===== config.mk =====
export PLATFORM = sky130hd
export DESIGN_NAME = regfile_wport_arbiter
export DESIGN_NICKNAME = d
export VERILOG_FILES = /design/src/rtl/regfile_wport_arbiter.sv
export SDC_FILE = /design/constraint.sdc
export NUM_CORES = 1
export LEC_CHECK = 0
export BUFFER_PORTS_ARGS = -buffer_cell sky130_fd_sc_hd__clkbuf_2
export CAP_MARGIN = 20
export CORE_ASPECT_RATIO = 1.75
export CORE_MARGIN = 4
export CORE_UTILIZATION = 40
export CTS_BUF_LIST = sky130_fd_sc_hd__clkbuf_4 sky130_fd_sc_hd__clkbuf_8 sky130_fd_sc_hd__clkbuf_16
export DETAILED_ROUTE_END_ITERATION = 6
export PLACE_DENSITY_LB_ADDON = 0.2
export RECOVER_POWER = 100
export SLEW_MARGIN = 10
export SYNTH_ARGS = -nofsm -noshare
export SYNTH_HDL_FRONTEND = slang
export SYNTH_SLANG_ARGS = --single-unit

===== constraint.sdc =====
create_clock -name clk -period 4.67 [get_ports clk]
set_clock_uncertainty 0.2 [all_clocks]
set_input_delay 0.467 -clock clk [delete_from_list [all_inputs] [get_ports clk]]
set_output_delay 0.467 -clock clk [all_outputs]
set_load 0.01 [all_outputs]

===== src/rtl/regfile_wport_arbiter.sv =====
// -----------------------------------------------------------------------------
// regfile_wport_arbiter
//   Shares the register file's single write port between the core writeback
//   (priority) and a buffered long-latency secondary requester. Keeps a
//   per-register scoreboard of outstanding secondary results for read hazard
//   detection. A starvation counter forces a core stall so that buffered
//   writes always drain.
//
// Ports
//   clk, rst_n                  clock, asynchronous active-low reset
//   core_we/core_wreg/core_wdata    core writeback request
//   sec_valid/sec_wreg/sec_wdata    secondary write request (valid/ready)
//   sec_ready                       buffer can accept a secondary write
//   rsv_valid/rsv_reg               reserve a register at secondary issue
//   rs_addr/rt_addr                 core read addresses for hazard check
//   hazard                          a read address is reserved
//   stall_req                       forced core stall (core write ignored)
//   waw_err                         sticky: core wrote a reserved register
//   rf_regwrite/rf_writereg/rf_writedata   register file write port
// -----------------------------------------------------------------------------

package regfile_wport_arbiter_pkg;
  localparam int unsigned REG_W  = 5;
  localparam int unsigned DATA_W = 32;

  // One buffered secondary write
  typedef struct packed {
    logic [REG_W-1:0]  wreg;
    logic [DATA_W-1:0] wdata;
  } wr_req_t;
endpackage

module regfile_wport_arbiter
  import regfile_wport_arbiter_pkg::*;
#(
  parameter int unsigned DEPTH    = 2,
  parameter int unsigned MAX_WAIT = 4
) (
  input  logic              clk,
  input  logic              rst_n,
  input  logic              core_we,
  input  logic [REG_W-1:0]  core_wreg,
  input  logic [DATA_W-1:0] core_wdata,
  input  logic              sec_valid,
  input  logic [REG_W-1:0]  sec_wreg,
  input  logic [DATA_W-1:0] sec_wdata,
  output logic              sec_ready,
  input  logic              rsv_valid,
  input  logic [REG_W-1:0]  rsv_reg,
  input  logic [REG_W-1:0]  rs_addr,
  input  logic [REG_W-1:0]  rt_addr,
  output logic              hazard,
  output logic              stall_req,
  output logic              waw_err,
  output logic              rf_regwrite,
  output logic [REG_W-1:0]  rf_writereg,
  output logic [DATA_W-1:0] rf_writedata
);

  localparam int unsigned AW     = (DEPTH > 1) ? $clog2(DEPTH) : 1;
  localparam int unsigned CNT_W  = AW + 1;
  localparam int unsigned WAIT_W = 4;
  localparam int unsigned NREG   = 1 << REG_W;

  // State
  wr_req_t           mem_q [DEPTH];
  logic [AW-1:0]     wr_ptr_q, wr_ptr_d;
  logic [AW-1:0]     rd_ptr_q, rd_ptr_d;
  logic [CNT_W-1:0]  count_q, count_d;
  logic [WAIT_W-1:0] wait_cnt_q, wait_cnt_d;
  logic [NREG-1:0]   sb_q, sb_d;
  logic              waw_err_q, waw_err_d;

  // Combinational control
  logic    empty;
  logic    full;
  logic    core_ok;
  logic    fifo_grant;
  logic    push;
  wr_req_t head;

  assign head       = mem_q[rd_ptr_q];
  assign empty      = (count_q == '0);
  assign full       = (count_q == CNT_W'(DEPTH));
  assign sec_ready  = !full;
  assign stall_req  = !empty && (wait_cnt_q == WAIT_W'(MAX_WAIT));
  assign core_ok    = core_we && (core_wreg != '0) && !stall_req;
  assign fifo_grant = !core_ok && !empty;
  // Writes to $0 complete the handshake but are dropped here
  assign push       = sec_valid && !full && (sec_wreg != '0);

  assign hazard = ((rs_addr != '0) && sb_q[rs_addr]) ||
                  ((rt_addr != '0) && sb_q[rt_addr]);

  assign waw_err = waw_err_q;

  // Write port mux: core first, then buffered head, else idle
  always_comb begin
    rf_regwrite  = 1'b0;
    rf_writereg  = '0;
    rf_writedata = '0;
    if (core_ok) begin
      rf_regwrite  = 1'b1;
      rf_writereg  = core_wreg;
      rf_writedata = core_wdata;
    end else if (fifo_grant) begin
      rf_regwrite  = 1'b1;
      rf_writereg  = head.wreg;
      rf_writedata = head.wdata;
    end
  end

  // Next-state for pointers, occupancy, starvation counter, scoreboard
  always_comb begin
    wr_ptr_d   = wr_ptr_q;
    rd_ptr_d   = rd_ptr_q;
    count_d    = count_q;
    wait_cnt_d = wait_cnt_q;
    sb_d       = sb_q;
    waw_err_d  = waw_err_q;

    if (push)       wr_ptr_d = wr_ptr_q + AW'(1);
    if (fifo_grant) rd_ptr_d = rd_ptr_q + AW'(1);
    count_d = count_q + CNT_W'(push) - CNT_W'(fifo_grant);

    // Non-empty and not FIFO-granted means the core took the port
    if (empty || fifo_grant) begin
      wait_cnt_d = '0;
    end else if (wait_cnt_q != WAIT_W'(MAX_WAIT)) begin
      wait_cnt_d = wait_cnt_q + WAIT_W'(1);
    end

    // Clear before set so a same-cycle reservation wins
    if (fifo_grant)                    sb_d[head.wreg] = 1'b0;
    if (rsv_valid && (rsv_reg != '0))  sb_d[rsv_reg]   = 1'b1;
    sb_d[0] = 1'b0;

    if (core_ok && sb_q[core_wreg]) waw_err_d = 1'b1;
  end

  // Control state register
  always_ff @(posedge clk or negedge rst_n) begin
    if (!rst_n) begin
      wr_ptr_q   <= '0;
      rd_ptr_q   <= '0;
      count_q    <= '0;
      wait_cnt_q <= '0;
      sb_q       <= '0;
      waw_err_q  <= 1'b0;
    end else begin
      wr_ptr_q   <= wr_ptr_d;
      rd_ptr_q   <= rd_ptr_d;
      count_q    <= count_d;
      wait_cnt_q <= wait_cnt_d;
      sb_q       <= sb_d;
      waw_err_q  <= waw_err_d;
    end
  end

  // Buffer storage; validity is tracked by the pointers, so no reset needed
  always_ff @(posedge clk) begin
    if (push) begin
      mem_q[wr_ptr_q].wreg  <= sec_wreg;
      mem_q[wr_ptr_q].wdata <= sec_wdata;
    end
  end

endmodule


# After elaboration in Yosys (flattened, before gate mapping)
# Memories as Yosys holds them, arrays and structs flattened.
# Index checks and enable logic that the tools add are counted.
[totals]
ramBits = 74
out_inout_bits = 42
reg_bits = 40
n_memories = 1
[memory_table]
columns = ["name", "depth", "word_bits", "rd", "rd_clocked_by_memory_dff", "wr", "line", "text"]
rows = [
  ["mem_q", 2, 37, 1, 0, 1, "66", "wr_req_t mem_q [DEPTH];"],
]
[op_classes]
n_eq_ne = 3
magnitude_cmp = 7
n_bitwise = 3
muxes = 22
n_addsub = 5
reduce_logical = 25
[ops]
columns = ["operator", "n"]
rows = [
  ["$mux W32", 4],
  ["$and A32 B32 Y32", 1],
  ["$not A32 Y32", 1],
  ["$or A32 B32 Y32", 1],
  ["$lt A5 B6 Y1 const B", 5],
  ["$reduce_bool A5 Y1", 5],
  ["$bmux W1 S5", 3],
  ["$logic_and A1 B1 Y1", 12],
  ["$demux W1 S5", 2],
  ["$ge A5 B1 Y1 const B", 2],
  ["$mux W5", 2],
  ["$mux W1", 9],
  ["$mux W4", 2],
  ["$add A4 B1 Y4 const B", 1],
  ["$eq A4 B3 Y1 const B", 1],
  ["$logic_not A1 Y1", 4],
  ["$ne A4 B3 Y1 const B", 1],
  ["$add A1 B1 Y1 const B", 2],
  ["$add A2 B1 Y2", 1],
  ["$eq A2 B2 Y1 const B", 1],
  ["$logic_not A2 Y1", 1],
  ["$logic_or A1 B1 Y1", 2],
  ["$reduce_bool A2 Y1", 1],
  ["$sub A2 B1 Y2", 1],
]

# Depth between registers and ports, before layout
# Gate-level depths: netlist of the first run.
[depth]
word_depth = 10
ltp_mapped = 10

# Worst setup path before layout of the first run
# OpenSTA, ideal clock, no wires.
[synth_timing]
kind = "register to register"
startpoint = "register count_q[0]"
endpoint = "memory mem_q[0][0] (netlist bit), enable pin"
path_buffers = 0
path_stages_with_launch = 4
path_slack_ns = 1.675
arrival_time_ns = 2.363
required_time_ns = 4.039
cell_sequence = "dfrtp_1 -> nand2b_1 -> o211ai_1 -> nor2_1"
[synth_via]
elab_chain_len = 6
[synth_rtl]
columns = ["element", "line", "text"]
rows = [
  ["start, declared", "69", "logic [CNT_W-1:0] count_q, count_d;"],
  ["start signal, assigned", "153", "count_q <= count_d;"],
  ["$eq A2 B2 Y1", "84", "assign full = (count_q == CNT_W'(DEPTH));"],
  ["$logic_not A1 Y1", "-", ""],
  ["via sec_ready", "47", "output logic sec_ready,"],
  ["$logic_and A1 B1 Y1 (2 in series)", "90", "assign push = sec_valid && !full && (sec_wreg != '0);"],
  ["$mux W1", "162", "if (push) begin"],
  ["$mux W1 (implied by the code)", "164", "mem_q[wr_ptr_q].wdata <= sec_wdata;"],
  ["end, declared", "66", ""],
]
# The timed path passes the listed nets, and every way through them passes these cells.

# Final worst setup path of the first run
[layout_timing]
startpoint = "input core_wreg[1]"
endpoint = "output rf_writereg[1]"
[layout_via]
elab_chain_len = 7
[layout_rtl]
columns = ["element", "line", "text"]
rows = [
  ["start, declared", "42", "input logic [REG_W-1:0] core_wreg,"],
  ["$reduce_bool A5 Y1", "87", "assign core_ok = core_we && (core_wreg != '0) && !stall_req;"],
  ["$logic_and A1 B1 Y1 (2 in series)", "87", ""],
  ["$logic_not A1 Y1", "88", "assign fifo_grant = !core_ok && !empty;"],
  ["$logic_and A1 B1 Y1", "88", ""],
  ["$mux W5", "106", "end else if (fifo_grant) begin"],
  ["$mux W5 (*)", "102", "if (core_ok) begin"],
  ["end, declared", "56", "output logic [REG_W-1:0] rf_writereg,"],
]
# Mark *: on every way between the ends. The rest lies on a longest branch, timed or not.

==> results of run 1 <==
## cell type report
type,count,area share [%]
flip-flops and latches,114,45.9
multi-input cells,314,33.0
repair buffers,142,8.96
clock buffers,17,6.05
well taps,177,3.15
clock inverters,15,2.40
inverters,10,0.534
## worst paths after layout
| path | start | depth (start not counted) | endpoint |
|---|---|---|---|
| setup / recovery | core_wreg[1] | 7 | rf_writereg[1] |
| hold / removal | sec_wdata[12] | 1 | mem_q[0][12] |
| setup reg to reg | count_q[0] | 4 | mem_q[0][3] |
| hold reg to reg | waw_err | 1 | waw_err |
| max in group asynchronous | rst_n | 3 | wr_ptr_q |
| min in group asynchronous | rst_n | 2 | sb_q[13] |
## layer usage
layer / vias to the layer above / track usage (%) / routed length (µm)
li1: 2036 / - / -
met1: 2077 / 20.0 / 5410
met2: 192 / 33.5 / 8210
met3: 35 / 4.62 / 1020
met4: 0 / 9.93 / 583
met5: - / 0 / 0
## synth_stat cells (2+ instances only)
| master | number | area [µm²] |
|---|---|---|
| nor3b_1 | 6 | 45.0 |
| nand3b_1 | 9 | 67.6 |
| a21oi_1 | 9 | 45.0 |
| o31ai_1 | 4 | 30.0 |
| xnor2_1 | 5 | 43.8 |
| o2bb2ai_1 | 4 | 35.0 |
| or4_4 | 2 | 22.5 |
| clkbuf_1 | 13 | 48.8 |
| edfxtp_1 | 74 | 2220 |
| nand4_1 | 2 | 12.5 |
| o32a_1 | 2 | 20.0 |
| o21ai_0 | 81 | 405 |
| mux2_2 | 5 | 56.3 |
| nor2b_1 | 6 | 37.5 |
| nand2b_1 | 6 | 37.5 |
| nor3_1 | 3 | 15.0 |
| o21ai_1 | 3 | 15.0 |
| o211ai_1 | 2 | 15.0 |
| xor2_1 | 2 | 17.5 |
| dfrtp_1 | 40 | 1000 |
| nor2_1 | 13 | 48.8 |
| a211oi_1 | 4 | 30.0 |
| or3b_2 | 2 | 17.5 |
| buf_1 | 6 | 22.5 |
| mux4_2 | 19 | 428 |
| nand2_1 | 51 | 191 |
| ha_1 | 3 | 37.5 |
| buf_2 | 6 | 30.0 |
| mux2i_1 | 45 | 450 |
| nand3_1 | 8 | 40.0 |
| inv_1 | 10 | 37.5 |
| o22ai_1 | 4 | 25.0 |
## cells by family after synthesis
family / Yosys count / synth area share, %
flip-flops: 114 / 56.6
adder cells (fa/ha/maj): 3 / 0.659
multiplexers: 70 / 16.9
XOR/XNOR: 7 / 1.08
buffers and inverters: 36 / 2.63
AND/OR/NAND/NOR: 114 / 10.2
AO/OA/AOI/OAI: 120 / 12.0
## what timing repair did
item                                    in CTS  in global routing
buffers inserted                             0                  0
hold buffers                                 0                  1
endpoints found under the hold margin        0                  8
gates resized for setup                      0                  0
endpoints found under the setup margin       0                  0
## through the flow
stage | instance area [µm²] | hold WS (ps) | setup slack, ps | power (mW) | instances
after floorplan | 5700 | -28.6 | 1680 | 2.51 | 464
final | 7030 | 51.0 | 962 | 4.23 | 789
after CTS | 7120 | 34.8 | 1370 | 4.30 | 785
after detailed placement | 6530 | 265 | 1390 | 3.00 | 753
after global routing | 7030 | 34.1 | 705 | 4.46 | 789
after global placement | 6530 | 263 | 1410 | 2.96 | 753
## flip-flops by register name (all words and copies together) (netlist names)
signal      count
wr_ptr_q        1
mem_q          74
rd_ptr_q        1
wait_cnt_q      4
count_q         2
sb_q           31
waw_err         1
## worst max-delay path, cell delays in order
cell      delay [ps]
clkbuf_1         290
or4_1            640
o211ai_1         370
o21ai_0          410
buf_4            370
o21ai_0          300
clkbuf_1         200
## report_power, final
part	total [mW]	internal [mW]	switching [mW]
Combinational	1.25	0.545	0.709
Sequential	1.67	1.42	0.257
Clock	1.30	0.800	0.499
Total	4.23	2.76	1.47
==> impl_metrics.json, run 1 <==
{
  "status": "finished with violations",
  "violations": "capacitance limit, slew limit",
  "synth_ff_type": "edfxtp_1",
  "avgViaCountPerCell": 5.50,
  "grt_max_degree": 41,
  "path_class": "in -> out",
  "ys_async_sr_fraction_pct": 35.1,
  "rows": 57,
  "ys_seq_area_share_pct": 56.6,
  "powerDensity_nw_per_um2": 602,
  "grt_overflow": 0,
  "ios": 136,
  "die_area_um2": 16300,
  "yosys_warnings": 0,
  "drc": 0,
  "start_util_pct": 41.0,
  "gp_congestion": 0.946,
  "cts_tree": "done",
  "final-seq-area_um2": 3220,
  "synth_edf_count": 74,
  "drtIter0Drc": 197,
  "utilization_pct": 50.5,
  "die_x_um": 98.2,
  "clk_latency_ps": 400,
  "area_growth_pct": 23.3,
  "place_hpwl_um": 11200,
  "portBuffers": 135,
  "synth_cells": 464,
  "slew_viol_final": 74,
  "grt_pass1_vias": 4661,
  "grt_first_pass_wirelength_um": 23800,
  "antenna_found_initial": 0,
  "reg2reg_slack_ps": 1110,
  "multi_input_area_um2": 2320,
  "path_max_fanout": 33,
  "ant_nets": 0,
  "min_period_ps": 3710,
  "synth_seq_cells": 114,
  "final_common_cell": "o21ai_0",
  "fillers": 1266,
  "wl_um": 15200,
  "vias": 4340,
  "clkSinkCount": 114,
  "maxCapViolations": 3,
  "synth_area_um2": 5700,
  "final_cell_mix": "o21ai_0 (84), clkbuf_1 (75), edfxtp_1 (74)",
  "h-tree-depth": 4,
  "fmax_mhz": 270,
  "hold_viol_final": 0,
  "syn-num-nets": 561,
  "cts_buffer_depth": 2,
  "die_height_um": 166,
  "ir_drop_mv": 0.388,
  "hp-class": "in -> reg",
  "syn_area_per_cell_um2": 12.3,
  "finalSetupViolCount": 0,
  "slew_headroom_pct": -23.2,
  "start_kind": "primary input",
  "synth.distinct_cells": 47,
  "rsz0062_at_grt": "no",
  "routedWlPerCell_um": 19.3,
  "setup-tns-final_ps": 0,
  "p_leak_nw": 2.68,
  "worstMarginPinSlew_ps": 1850,
  "core_area_um2": 13900,
  "path_clk_slew_ps": 60,
  "grt_usage_pct": 18.7,
  "nNetsFinal": 696,
  "arrival_ps": 3040,
  "worst_setup_path_end_kind": "output pin",
  "final_layout_size_suffix_gt1_share_pct": 21.2,
  "crit_required_ps": 4000,
  "n_antenna_cell": 0,
  "cts-root-buf": "clkbuf_16",
  "period_share_pct": 79.4,
  "cts_made_buffers": 17,
  "dr.pass1.iters": 4
}
No activity file was read; power rests on OpenSTA's default activity.
==> run 2, diff against run 1 <==
clock period = 3.3 ns   (was 4.67 ns; I/O delays follow)
==> impl_metrics.json, run 2 (synthesis gave the netlist of run 1 again) <==
{
  "grt_max_degree": 41,
  "slew_headroom_pct": 33.1,
  "powerDensity_nw_per_um2": 802,
  "ios": 136,
  "n_antenna_cell": 0,
  "final_common_cell": "o21ai_0",
  "clk_latency_ps": 410,
  "finalSetupViolCount": 0,
  "cts_made_buffers": 17,
  "period_share_pct": 89.6,
  "gp_congestion": 0.955,
  "path_class": "in -> reg",
  "ir_drop_mv": 0.495,
  "fin_ws_ps": 342,
  "die_area_um2": 16300,
  "status": "completed",
  "final_layout_size_suffix_gt1_share_pct": 22.7,
  "cts_resized": 0,
  "ant_nets": 0,
  "vias": 4483,
  "drc": 0,
  "grt_usage_pct": 19.4,
  "core_area_um2": 13900,
  "cts_tree": "done",
  "path_max_fanout": 20,
  "crit_required_ps": 3150,
  "worst_setup_path_end_kind": "flop",
  "nNetsFinal": 736,
  "reg_top3": "mem_q (74), sb_q (31), wait_cnt_q (4)",
  "routedWlPerCell_um": 18.8,
  "seqPwrFrac_pct": 39.1,
  "cts-root-buf": "clkbuf_16",
  "clkSinkCount": 114,
  "wl_um": 15600,
  "dr.pass1.iters": 4,
  "cts_buffer_depth": 2,
  "cp_slowest_stage_delay_ps": 550,
  "die_x_um": 98.2,
  "grt_first_pass_wirelength_um": 24400,
  "hp-class": "in -> reg",
  "antenna_found_initial": 0,
  "stdcell_count": 829,
  "p_clk_share_pct": 29.9,
  "grt_overflow": 0,
  "rows": 57,
  "largest_register_ff_count": 74,
  "setup-tns-final_ps": 0,
  "die_height_um": 166,
  "swShare_pct": 34.2,
  "min_period_ps": 2960,
  "path_clk_slew_ps": 50,
  "maxCapViolations": 0,
  "utilization_pct": 53.6,
  "intPower_mw": 3.93,
  "placed_cells": 756,
  "drtIter0Drc": 155,
  "avgViaCountPerCell": 5.41,
  "start_kind": "primary input",
  "area_growth_pct": 30.7,
  "cp_slowest_cell": "dlygate4sd3_1",
  "rsz0062_at_grt": "no",
  "slew_viol_final": 0,
  "arrival_ps": 2800,
  "place_hpwl_um": 11400,
  "h-tree-depth": 4,
  "hold_viol_final": 0,
  "placement.setup.worst_slack_ps": 391,
  "start_util_pct": 41.0,
  "combPwrFrac_pct": 31.0,
  "worstMarginPinSlew_ps": 1000,
  "fmax_mhz": 338,
  "crit_chain": "dlygate4sd3_1 -> clkbuf_1 -> or4_1 -> o211ai_1 -> nor2_2 -> clkbuf_2",
  "grt_pass1_vias": 4669,
  "regMostFlops": "mem_q",
  "final_cell_mix": "o21ai_0 (83), clkbuf_2 (76), edfxtp_1 (74)",
  "portBuffers": 135,
  "p_sw_mw": 2.04,
  "p_leak_nw": 2.89
}
==> run 2: what timing repair did <==
| action | 4_1_cts | 5_1_grt |
|---|---|---|
| buffers inserted | 0 | 0 |
| hold buffers | 38 | 0 |
| endpoints found under the hold margin | 114 | 0 |
==> run 2: final timing paths <==
| path | start | end | slack, ps | depth (start not counted) |
|---|---|---|---|---|
| setup / recovery | sec_wreg[0] | mem_q[0][36] | 340 | 6 |
| hold / removal | rsv_reg[4] | sb_q[20] | 110 | 3 |
| setup reg to reg | count_q[0] | mem_q[1][31] | 540 | 4 |
| hold reg to reg | waw_err | waw_err | 280 | 1 |
| max in group asynchronous | rst_n | sb_q[17] | 2100 | 3 |
| min in group asynchronous | rst_n | sb_q[11] | 230 | 2 |
==> run 2: stage by stage <==
step                hold WS [ps]  instance area, µm²  power (mW)
floorplan                   -166                5700        3.55
global placement             263                6550        4.18
detailed placement           270                6550        4.24
CTS                         86.3                7510        6.08
global route                 144                7450        6.33
finish                       113                7450        5.97
==> run 2: critical path: cells and delay by family <==
kind	cells	cell delay, ps
AO/OA/AOI/OAI	1	480
AND/OR/NAND/NOR	2	870
buffers and inverters	3	1120
==> run 2: power groups by stage <==
| stage | Clock, mW | Combinational (mW) | Sequential [mW] |
|---|---|---|---|
| finish | 1.79 | 1.85 | 2.34 |
| global route | 1.90 | 2.04 | 2.39 |
| CTS | 1.82 | 1.92 | 2.34 |
| detailed placement | 0 | 1.88 | 2.36 |
| global placement | 0 | 1.85 | 2.33 |
| floorplan | 0 | 1.33 | 2.22 |
==> run 2: cell type report <==
| type | count | area, µm² |
|---|---|---|
| sequential | 114 | 3220 |
| multi-input combinational | 314 | 2330 |
| clock inverter | 15 | 158 |
| tap | 177 | 221 |
| clock buffer | 17 | 425 |
| fill | 1229 | 6460 |
| timing repair buffer | 182 | 1050 |
| inverter | 10 | 37.5 |
==> run 2: per-layer routing <==
layer  GRT usage [%]  share of wire (%)  up-vias
li1                -                  -     2126
met5               0                  0        -
met4            11.2                5.5        0
met3            4.92                5.6       47
met2            34.6                 53      191
met1            20.2                 35     2119
==> run 3, diff against run 2 <==
CORE_UTILIZATION = 49   (was 40)
==> impl_metrics.json, run 3 (synthesis gave the netlist of run 1 again) <==
{
  "rows": 51,
  "powerDensity_nw_per_um2": 839,
  "placement.setup.worst_slack_ps": 366,
  "p_leak_nw": 2.91,
  "worst_setup_path_end_kind": "output pin",
  "arrival_ps": 2520,
  "clk_latency_ps": 400,
  "rsz0062_at_grt": "no",
  "ir_drop_mv": 0.664,
  "status": "finished with violations",
  "area_growth_pct": 31.0,
  "n_antenna_cell": 0,
  "wl_um": 15700,
  "start_kind": "primary input",
  "top_usage_layer": "met2",
  "die_x_um": 89.5,
  "clkSinkCount": 114,
  "grt_usage_pct": 24.6,
  "start_util_pct": 50.7,
  "grt_overflow": 0,
  "dr.pass1.iters": 4,
  "finalSetupViolCount": 0,
  "cts_made_buffers": 17,
  "die_height_um": 151,
  "avgViaCountPerCell": 5.85,
  "worstMarginPinSlew_ps": 1710,
  "final_cell_mix": "o21ai_0 (83), edfxtp_1 (74), clkbuf_1 (70)",
  "portBuffers": 135,
  "ant_nets": 0,
  "final_layout_size_suffix_gt1_share_pct": 21.1,
  "hold_viol_final": 0,
  "grt_max_degree": 41,
  "path_buf_inv": 3,
  "slew_viol_final": 31,
  "violations": "capacitance limit, slew limit",
  "largest_register_ff_count": 74,
  "core_area_um2": 11200,
  "grt_first_pass_wirelength_um": 24300,
  "place_hpwl_um": 11100,
  "maxCapViolations": 1,
  "path_class": "in -> out",
  "drtIter0Drc": 206,
  "vias": 4595,
  "utilization_pct": 66.5,
  "path_clk_slew_ps": 50,
  "path_max_fanout": 21,
  "cts_tree": "done",
  "ios": 136,
  "cts_setup_buffers": 0,
  "drc": 0,
  "total_power_mw": 6.27,
  "use_met3_pct": 6.24,
  "gp_congestion": 0.911,
  "reg_top3": "mem_q (74), sb_q (31), wait_cnt_q (4)",
  "die_area_um2": 13500,
  "setup-tns-final_ps": 0,
  "min_period_ps": 3050,
  "h-tree-depth": 4,
  "fin_ws_ps": 251,
  "regMostFlops": "mem_q",
  "final_common_cell": "o21ai_0",
  "cp_slowest_cell": "or4_1",
  "crit_chain": "clkbuf_2 -> or4_1 -> o211ai_1 -> o21ai_2 -> buf_12 -> o21ai_0 -> clkbuf_1",
  "path_delay_family": "compound AO/OA/AOI/OAI gates",
  "use_met1_pct": 24.2,
  "grt_pass1_vias": 4872,
  "nNetsFinal": 737,
  "cts_buffer_depth": 2,
  "antenna_found_initial": 0,
  "cts-root-buf": "clkbuf_16",
  "crit_required_ps": 2770,
  "cp_slowest_stage_delay_ps": 600,
  "slew_headroom_pct": -13.7,
  "period_share_pct": 92.4,
  "grt.met2_usage_pct": 43.9,
  "routedWlPerCell_um": 20.0,
  "hp-class": "in -> reg",
  "fmax_mhz": 328
}
[run 3: changes by cell type in the layout (fill, tap and decap cells not counted), sizes merged]
cell / before / now
clkinvlp: 3 / 2
clkbuf: 155 / 157
inv: 14 / 11
bufinv: 2 / 6
clkinv: 6 / 5
[run 3: tightest hold or removal path: cells and delay by family]
| kind | cells | cell delay (ps) |
|---|---|---|
| AO/OA/AOI/OAI | 1 | 90 |
| buffers and inverters | 1 | 120 |
| AND/OR/NAND/NOR | 1 | 130 |
[run 3: area by class of cell]
cell class / instances / area [µm²]
timing repair buffer: 183 / 1050
fill: 878 / 3770
multi-input combinational: 314 / 2320
clock buffer: 18 / 433
sequential: 114 / 3220
tap: 132 / 165
inverter: 10 / 37.5
clock inverter: 14 / 235
[run 3: worst paths after layout]
kind,from,end,slack (ps),cells after the start
worst max-delay path,core_wreg[2],rf_writedata[21],250,7
worst min register to register,waw_err,waw_err,270,1
min in group asynchronous,rst_n,sb_q[4],230,2
worst max register to register,count_q[0],mem_q[1][6],620,4
max in group asynchronous,rst_n,rd_ptr_q,680,3
worst min-delay path,rsv_reg[4],sb_q[20],120,3
[run 3: stage by stage]
stage,instance area (µm²),hold slack (ps),cells
3_5_place_dp,6520,262,712
2_1_floorplan,5700,-166,464
5_1_grt,7460,131,785
4_1_cts,7560,92.0,782
3_3_place_gp,6520,260,712
6_report,7460,118,785
[run 3: metal layers]
layer	up-vias	part of all wire (%)
li1	2125	-
met1	2189	32
met2	222	56
met3	59	6.3
met4	0	5.7
met5	-	0
[run 3: where the power goes]
group | internal (mW) | switching, mW | leakage (nW)
combinational | 0.828 | 1.03 | 1.43
sequential | 2.00 | 0.350 | 1.16
clock | 1.42 | 0.630 | 0.321
[run 3: what timing repair did]
action	in CTS	in global routing
endpoints found under the hold margin	114	0
resized for setup	0	0
hold buffers	38	0
